[src/rtl/fm_bram_arb_pkg.sv]
// fm_bram_arb_pkg: shared types for the feature-map BRAM arbiter
package fm_bram_arb_pkg;
  typedef enum logic [1:0] {IDLE, OWN0, OWN1} arb_state_t;
  typedef logic req_id_t;
  localparam int STAT_W = 32;
endpackage

[src/rtl/fm_bram_rr_pick.sv]
// fm_bram_rr_pick: 2-way round-robin pick with bounded burst lock
module fm_bram_rr_pick import fm_bram_arb_pkg::*; #(
  parameter int MAX_BURST = 16,
  parameter int CW = $clog2(MAX_BURST + 1)
) (
  input  logic          v0,
  input  logic          v1,
  input  arb_state_t    state,
  input  req_id_t       last_grant,
  input  logic [CW-1:0] burst_cnt,
  output req_id_t       gnt_id,
  output logic          gnt_v
);
  localparam logic [CW-1:0] LAST = CW'(MAX_BURST - 1);
  req_id_t own;
  logic own_v, oth_v;
  always_comb begin
    own = state == OWN1;
    own_v = own ? v1 : v0;
    oth_v = own ? v0 : v1;
    gnt_v = v0 | v1;
    gnt_id = (state == IDLE) ? ((v0 & v1) ? ~last_grant : v1)
           : ((own_v & (~oth_v | (burst_cnt < LAST))) ? own : ~own);
  end
endmodule

[src/rtl/fm_bram_arbiter.sv]
// fm_bram_arbiter: shares one single-port feature-map BRAM between two requesters.
// Define FM_BRAM_ARB_STATS_EN to add saturating grant/conflict counters.
module fm_bram_arbiter import fm_bram_arb_pkg::*; #(
  parameter int BRAM_ADDR_WIDTH = 20,
  parameter int BRAM_DATA_WIDTH = 64,
  parameter int MAX_BURST = 16
) (
  input  logic                       clk,
  input  logic                       rst,
  input  logic                       r0_valid,
  input  logic                       r1_valid,
  output logic                       r0_ready,
  output logic                       r1_ready,
  input  logic                       r0_we,
  input  logic                       r1_we,
  input  logic [BRAM_ADDR_WIDTH-1:0] r0_addr,
  input  logic [BRAM_ADDR_WIDTH-1:0] r1_addr,
  input  logic [BRAM_DATA_WIDTH-1:0] r0_wdata,
  input  logic [BRAM_DATA_WIDTH-1:0] r1_wdata,
  output logic                       r0_rvalid,
  output logic                       r1_rvalid,
  output logic [BRAM_DATA_WIDTH-1:0] r0_rdata,
  output logic [BRAM_DATA_WIDTH-1:0] r1_rdata,
  output logic                       bram_en,
  output logic                       bram_we,
  output logic [BRAM_ADDR_WIDTH-1:0] bram_addr,
  output logic [BRAM_DATA_WIDTH-1:0] bram_din,
  input  logic [BRAM_DATA_WIDTH-1:0] bram_dout
`ifdef FM_BRAM_ARB_STATS_EN
  ,
  output logic [STAT_W-1:0]          stat_grant0,
  output logic [STAT_W-1:0]          stat_grant1,
  output logic [STAT_W-1:0]          stat_conflict
`endif
);
  localparam int CW = $clog2(MAX_BURST + 1);
  localparam logic [CW-1:0] LAST = CW'(MAX_BURST - 1);
  arb_state_t state;
  req_id_t last_grant, gnt_id;
  logic gnt_v, acc, sel_we;
  logic [CW-1:0] burst_cnt;
  logic [BRAM_ADDR_WIDTH-1:0] addr_q, sel_addr;
  logic [BRAM_DATA_WIDTH-1:0] din_q, sel_din;
  fm_bram_rr_pick #(.MAX_BURST(MAX_BURST), .CW(CW)) u_pick (
    .v0(r0_valid), .v1(r1_valid), .state(state), .last_grant(last_grant),
    .burst_cnt(burst_cnt), .gnt_id(gnt_id), .gnt_v(gnt_v)
  );
  always_comb begin
    acc = gnt_v & ~rst;
    sel_we = gnt_id ? r1_we : r0_we;
    sel_addr = gnt_id ? r1_addr : r0_addr;
    sel_din = gnt_id ? r1_wdata : r0_wdata;
  end
  assign r0_ready = acc & ~gnt_id;
  assign r1_ready = acc & gnt_id;
  assign bram_en = acc;
  assign bram_we = acc & sel_we;
  // Address/data hold their last driven value on idle cycles to avoid toggling the BRAM pins
  assign bram_addr = acc ? sel_addr : addr_q;
  assign bram_din = acc ? sel_din : din_q;
  assign r0_rdata = bram_dout;
  assign r1_rdata = bram_dout;
  always_ff @(posedge clk or posedge rst)
    if (rst) begin
      state <= IDLE;
      last_grant <= 1'b1;
      burst_cnt <= '0;
      r0_rvalid <= 1'b0;
      r1_rvalid <= 1'b0;
      addr_q <= '0;
      din_q <= '0;
    end else begin
      r0_rvalid <= acc & ~gnt_id & ~sel_we;
      r1_rvalid <= acc & gnt_id & ~sel_we;
      if (acc) begin
        state <= gnt_id ? OWN1 : OWN0;
        last_grant <= gnt_id;
        burst_cnt <= (state != (gnt_id ? OWN1 : OWN0)) ? '0
                   : (burst_cnt == LAST) ? LAST : burst_cnt + CW'(1);
        addr_q <= sel_addr;
        din_q <= sel_din;
      end else begin
        state <= IDLE;
        burst_cnt <= '0;
      end
    end
`ifdef FM_BRAM_ARB_STATS_EN
  always_ff @(posedge clk or posedge rst)
    if (rst) begin
      stat_grant0 <= '0;
      stat_grant1 <= '0;
      stat_conflict <= '0;
    end else begin
      if (r0_ready && stat_grant0 != '1) stat_grant0 <= stat_grant0 + STAT_W'(1);
      if (r1_ready && stat_grant1 != '1) stat_grant1 <= stat_grant1 + STAT_W'(1);
      if (r0_valid && r1_valid && stat_conflict != '1) stat_conflict <= stat_conflict + STAT_W'(1);
    end
`endif
endmodule

[config.mk]
export PLATFORM = sky130hd
export DESIGN_NAME = fm_bram_arbiter
export DESIGN_NICKNAME = d
export VERILOG_FILES = /design/src/rtl/fm_bram_arb_pkg.sv /design/src/rtl/fm_bram_rr_pick.sv /design/src/rtl/fm_bram_arbiter.sv
export SDC_FILE = /design/constraint.sdc
export NUM_CORES = 1
export LEC_CHECK = 0
export ABC_AREA = 1
export CORE_AREA = 2 2 178 180
export DETAILED_ROUTE_END_ITERATION = 10
export DIE_AREA = 0 0 180 182
export PLACE_DENSITY = 0.6
export SYNTH_ARGS = -nofsm -noshare
export SYNTH_HDL_FRONTEND = slang
export SYNTH_SLANG_ARGS = --single-unit
[constraint.sdc]
create_clock -name clk -period 4 [get_ports clk]
set_clock_uncertainty 0.05 [all_clocks]
set_input_delay 0.4 -clock clk [delete_from_list [all_inputs] [get_ports clk]]
set_output_delay 0.4 -clock clk [all_outputs]
set_load 0.02 [all_outputs]
==> results of run 1 <==
[flip-flops by register name, indices dropped and copies added (netlist names)]
signal / count
addr_q: 20
burst_cnt: 5
din_q: 64
last_grant: 1
r0_rvalid: 1
r1_rvalid: 1
state: 2
[synthesized netlist by cell type (all sizes together)]
cell,number,area [sq um]
a21boi,1,7.51
a21oi,4,20.0
a31o,1,8.76
buf,164,1170
clkbuf,19,71.3
dfrtp,93,2330
dfstp,1,26.3
ha,1,12.5
inv,13,48.8
nand2,103,389
nand3,170,851
nand4,86,538
nor2,11,43.8
nor3,1,5.00
o211ai,1,12.5
o21ai,3,15.0
or2,1,6.26
[worst max-delay path: cells and delay by family]
family,cells,cell delay (ns)
buffers and inverters,4,1.71
and+or+nand+nor,6,0.62
AOI/OAI and AO/OA,1,0.22
[how the worst max path moves through the flow]
stage	start	slack, ns	endpoint
6_report	r1_valid	0.55	bram_din[52]
5_1_grt	r1_valid	0.30	bram_addr[19]
4_1_cts	r1_valid	0.54	bram_addr[10]
3_5_place_dp	r1_valid	0.55	bram_addr[10]
3_3_place_gp	r1_valid	0.57	bram_din[52]
2_1_floorplan	rst	1.10	addr_q[0]$_DFF_PP0_
[stage by stage]
stage	setup slack [ns]	total power [mW]	std cells	area [sq um]
2_1_floorplan	1.10	2.34	673	5550
4_1_cts	0.542	4.04	1180	7960
3_5_place_dp	0.551	2.99	1164	7630
6_report	0.548	3.97	1180	7960
5_1_grt	0.295	4.21	1180	7960
3_3_place_gp	0.565	2.98	1164	7630
[cell families after synthesis]
group	Yosys count	share of synthesized area, %
AO/OA/AOI/OAI	10	1.15
adder cells (fa/ha/maj)	1	0.225
flip-flops	94	42.4
buffers and inverters	196	23.2
AND/OR/NAND/NOR	372	33.0
[final cells by class]
type / instances / area, sq um / share of cell area [%]
sequential: 94 / 2350 / 29.6
tap: 402 / 503 / 6.32
inverter: 13 / 51.3 / 0.644
clock buffer: 12 / 236 / 2.97
clock inverter: 4 / 95.1 / 1.19
multi-input combinational: 383 / 1940 / 24.4
timing repair buffer: 272 / 2780 / 34.9
[power groups by stage]
stage,clock [mW],combinational (mW),sequential (mW)
6_report,1.01,1.71,1.25
5_1_grt,1.09,1.85,1.27
4_1_cts,1.06,1.74,1.25
3_5_place_dp,0,1.73,1.26
3_3_place_gp,0,1.73,1.26
2_1_floorplan,0,1.09,1.25
[metal layers]
metal | up-vias | routed length, microns | track usage [%]
li1 | 2403 | - | -
met1 | 2405 | 7800 | 13.5
met2 | 227 | 9140 | 18.6
met3 | 78 | 1450 | 3.61
met4 | 0 | 948 | 7.41
met5 | - | 0 | 0
==> results.sh, run 1 <==
export IMPL_status="finished clean"
export IMPL_wl_mm=19.3
export IMPL_grt_use_total_pct=11.6
export IMPL_setup_viol=0
export IMPL_route_detailed_drc=0
export IMPL_fillers=3346
export IMPL_vias=5113
export IMPL_cts_tree="built"
export IMPL_cts_root_buf="clkbuf_16"
export IMPL_finalNetCount=1012
export IMPL_overflow=0
export IMPL_gp_congestion=0.725
export IMPL_tns_ns=0
export IMPL_critPathCaptureType="output pin"
export IMPL_ys_ff_latch=94
export IMPL_postRouteAntennaNets=0
export IMPL_rsz0062_at_grt="false"
export IMPL_hp_start="din_q[35]$_DFF_PP0_"
export IMPL_min_to="din_q[35]$_DFF_PP0_"
export IMPL_layout_commonest_cell="clkdlybuf4s50_1"
export IMPL_min_path_type="reg2reg"
export IMPL_clock_path_buffers=2
export IMPL_cap_violations=0
export IMPL_synth_area_sq_um=5550
export IMPL_internal_power_mw=2.55
export IMPL_final_util_pct=25.7
export IMPL_r2r_end="addr_q[19]$_DFF_PP0_"
export IMPL_vias_per_cell=4.33
export IMPL_cts_hold_buf=0
export IMPL_yosysWarningCount=0
export IMPL_grt_max_degree=87
export IMPL_startpoint_type="input pin"
export IMPL_clk_latency_ns=0.36
export IMPL_io_pins=456
export IMPL_cp_required_ns=3.55
export IMPL_ir_worst_vdd_uv=212
export IMPL_p_switching_mw=1.42
export IMPL_ys_seq_area_share_pct=42.4
export IMPL_start_util_pct=17.9
export IMPL_p_sw_share_pct=35.8
export IMPL_critPathMaxFanout=44
export IMPL_relSlewSlack_pct=59.2
export IMPL_cts_setup_buffers=0
export IMPL_coreArea_sq_um=31000
export IMPL_fin_crit_sh_pct=86.3
export IMPL_slew_viol_final=0
export IMPL_path_clk_slew_ns=0.07
export IMPL_h_tree_depth=3
export IMPL_hold_ws_ns=0.444
export IMPL_final_cell_mix="clkdlybuf4s50_1, nand3_1, nand2_1, dfrtp_1, nand4_1"
export IMPL_finalHoldViolCount=0
export IMPL_reg2reg_slack_ns=2.01
export IMPL_crit_chain="clkdlybuf4s50_1 > nand2_1 > inv_1 > nand2_1 > a21oi_1 > nand2_4 > nand2_4 > buf_4 > nand3_1 > nand3_1 > clkdlybuf4s50_1"
export IMPL_power_frac_comb_pct=43.2
export IMPL_cts_inserted_buffers=9
export IMPL_period_minus_slack_ns=3.45
export IMPL_worstPathArrival_ns=3.00
export IMPL_avgSynthCellArea_sq_um=8.25
export IMPL_grt_first_pass_wirelength_mm=29.5
export IMPL_die_x_microns=180
export IMPL_drtPass1Iterations=5
export IMPL_row_count=65
export IMPL_cts_sinks=94
export IMPL_postSynthCellCount=673
export IMPL_cts_resized=0
export IMPL_slowest_delay_ns=0.65
export IMPL_syn_to_final_growth_pct=43.5
export IMPL_worst_path_max_delay_cell="clkdlybuf4s50_1"
export IMPL_grt_pass1_vias=5159
export IMPL_die_h_microns=182
export IMPL_antenna_found_initial=0
export IMPL_r2r_start="burst_cnt[2]$_DFF_PP0_"
export IMPL_tightestPinTransition_ns=0.611
export IMPL_wl_per_cell_microns=16.4
export IMPL_hold_depth=2
export IMPL_fmax_mhz=290
export IMPL_dieArea_sq_um=32800
export IMPL_syn_nets=912
export IMPL_clock_power_share_pct=25.4
export IMPL_seq_power_share_pct=31.4
export IMPL_path_class="in2out"
export IMPL_io_buffers=263
export IMPL_antennaDiodeCount=0
export IMPL_drive_above_1_share_pct=4.50
export IMPL_p_per_area_nw_per_um2=498
export IMPL_hpwl_mm=13.2
export IMPL_synth_cell_types=23
export IMPL_r2r_cells=9
export IMPL_drt_iter0_markers=230
export IMPL_p_leak_nw=3.28
Power figures use the tool's default switching activity.
==> run 2, diff against run 1 <==
- SETUP_SLACK_MARGIN: unset -> 0.15
- clock period: 4 -> 3.5 ns (I/O delays scaled with it)
==> results.sh, run 2 (synthesized netlist as in run 1, its figures left out) <==
export IMPL_min_path_type="reg2reg"
export IMPL_cts_sinks=94
export IMPL_r2r_cells=9
export IMPL_dieArea_sq_um=32800
export IMPL_cts_root_buf="clkbuf_16"
export IMPL_cts_setup_buffers=0
export IMPL_clock_path_buffers=2
export IMPL_clk_latency_ns=0.35
export IMPL_r2r_end="din_q[34]$_DFF_PP0_"
export IMPL_drive_above_1_share_pct=5.49
export IMPL_h_tree_depth=3
export IMPL_path_class="in2out"
export IMPL_cts_hold_buf=0
export IMPL_p_sw_share_pct=36.2
export IMPL_seq_area_sq_um=2350
export IMPL_gp_congestion=0.800
export IMPL_die_h_microns=182
export IMPL_seq_power_share_pct=31.5
export IMPL_clock_power_share_pct=24.5
export IMPL_grt_use_total_pct=11.5
export IMPL_fin_crit_sh_pct=90.8
export IMPL_route_detailed_drc=0
export IMPL_postRouteAntennaNets=0
export IMPL_internal_power_mw=2.89
export IMPL_cap_violations=0
export IMPL_multi_input_area_sq_um=1940
export IMPL_antenna_found_initial=0
export IMPL_coreArea_sq_um=31000
export IMPL_p_switching_mw=1.64
export IMPL_antennaDiodeCount=0
export IMPL_io_pins=456
export IMPL_hp_start="din_q[42]$_DFF_PP0_"
export IMPL_wl_mm=19.7
export IMPL_p_leak_nw=3.32
export IMPL_top_regs="din_q: 64 flops, addr_q: 20 flops, burst_cnt: 5 flops"
export IMPL_hpwl_mm=13.7
export IMPL_cts_inserted_buffers=9
export IMPL_io_buffers=263
export IMPL_fmax_mhz=315
export IMPL_min_to="din_q[42]$_DFF_PP0_"
export IMPL_start_util_pct=17.9
export IMPL_cts_tree="built"
export IMPL_finalNetCount=1018
export IMPL_r2r_start="burst_cnt[2]$_DFF_PP0_"
export IMPL_reg2reg_slack_ns=1.65
export IMPL_vias_per_cell=4.35
export IMPL_die_x_microns=180
export IMPL_slew_viol_final=0
export IMPL_status="finished clean"
export IMPL_drt_iter0_markers=243
export IMPL_period_minus_slack_ns=3.18
export IMPL_startpoint_type="input pin"
export IMPL_grt_first_pass_wirelength_mm=29.4
export IMPL_critPathMaxFanout=46
export IMPL_tns_ns=0
export IMPL_drtPass1Iterations=4
export IMPL_power_frac_comb_pct=44.0
export IMPL_hold_depth=2
export IMPL_overflow=0
export IMPL_setup_viol=0
export IMPL_regMostFlops="din_q"
export IMPL_grt_max_degree=86
export IMPL_cp_required_ns=3.10
export IMPL_relSlewSlack_pct=52.1
export IMPL_critPathCaptureType="output pin"
export IMPL_cts_resized=0
export IMPL_largest_reg_flops=64
export IMPL_hold_ws_ns=0.442
export IMPL_final_cell_mix="clkdlybuf4s50_1, nand3_1, nand2_1, dfrtp_1, nand4_1"
export IMPL_fillers=3316
export IMPL_wl_per_cell_microns=16.6
export IMPL_path_clk_slew_ns=0.06
export IMPL_vias=5160
export IMPL_syn_to_final_growth_pct=44.6
export IMPL_worstPathArrival_ns=2.78
export IMPL_p_per_area_nw_per_um2=564
export IMPL_rsz0062_at_grt="false"
export IMPL_layout_commonest_cell="clkdlybuf4s50_1"
export IMPL_row_count=65
export IMPL_grt_pass1_vias=5123
export IMPL_finalHoldViolCount=0
export IMPL_ir_worst_vdd_uv=270
export IMPL_tightestPinTransition_ns=0.719
==> run 2: cell types whose count changed in the layout (fill, tap and decap cells not counted), sizes merged <==
cell | previous run | this run
clkbuf | 12 | 11
bufinv | 3 | 2
clkinv | 1 | 2
buf | 11 | 17
==> run 2: how the worst max path moves through the flow <==
stage	to	cells after the start	start
after floorplan	addr_q[0]$_DFF_PP0_	1	rst
after global placement	bram_din[34]	11	r1_valid
after detailed placement	bram_din[34]	8	r1_valid
after CTS	bram_din[34]	8	r1_valid
after global routing	bram_din[20]	11	r1_valid
final	bram_din[34]	8	r1_valid
==> run 2: per-layer routing <==
layer	routed length, microns	up-vias	global-route usage (%)
met5	0	-	0
met4	1040	0	6.96
met3	1540	79	3.69
met2	9150	237	18.8
met1	7930	2430	13.2
li1	-	2414	-
==> run 2: power groups by stage <==
stage               Clock (mW)  Sequential (mW)  Combinational (mW)
global placement             0             1.44                2.00
global route              1.21             1.46                2.14
detailed placement           0             1.45                2.01
finish                    1.11             1.43                1.99
floorplan                    0             1.43                1.24
CTS                       1.17             1.43                2.02
==> run 2: area by class of cell <==
| class | count | share of cell area (%) |
|---|---|---|
| clock buffer | 11 | 3.15 |
| clock inverter | 4 | 0.873 |
| inverter | 13 | 0.639 |
| multi-input combinational | 383 | 24.2 |
| sequential | 94 | 29.3 |
| tap | 402 | 6.27 |
| timing repair buffer | 278 | 35.5 |
==> run 2: through the flow <==
| stage | area (sq um) | setup slack (ns) | instances | power [mW] | util, % |
|---|---|---|---|---|---|
| 3_3_place_gp | 7700 | 0.301 | 1170 | 3.43 | 24.9 |
| 5_1_grt | 8030 | 0.172 | 1185 | 4.81 | 25.9 |
| 4_1_cts | 8030 | 0.323 | 1185 | 4.62 | 25.9 |
| 2_1_floorplan | 5550 | 0.653 | 673 | 2.67 | - |
| 6_report | 8030 | 0.322 | 1185 | 4.53 | 25.9 |
| 3_5_place_dp | 7700 | 0.339 | 1170 | 3.46 | 24.9 |
==> run 2: critical path, cell delays in order <==
cell and delay, ns:
clkdlybuf4s50_1 0.61, inv_1 0.13, a21oi_4 0.27, buf_12 0.25, buf_12 0.20, nand4_1 0.13, nand3_1 0.17, clkdlybuf4s50_1 0.62
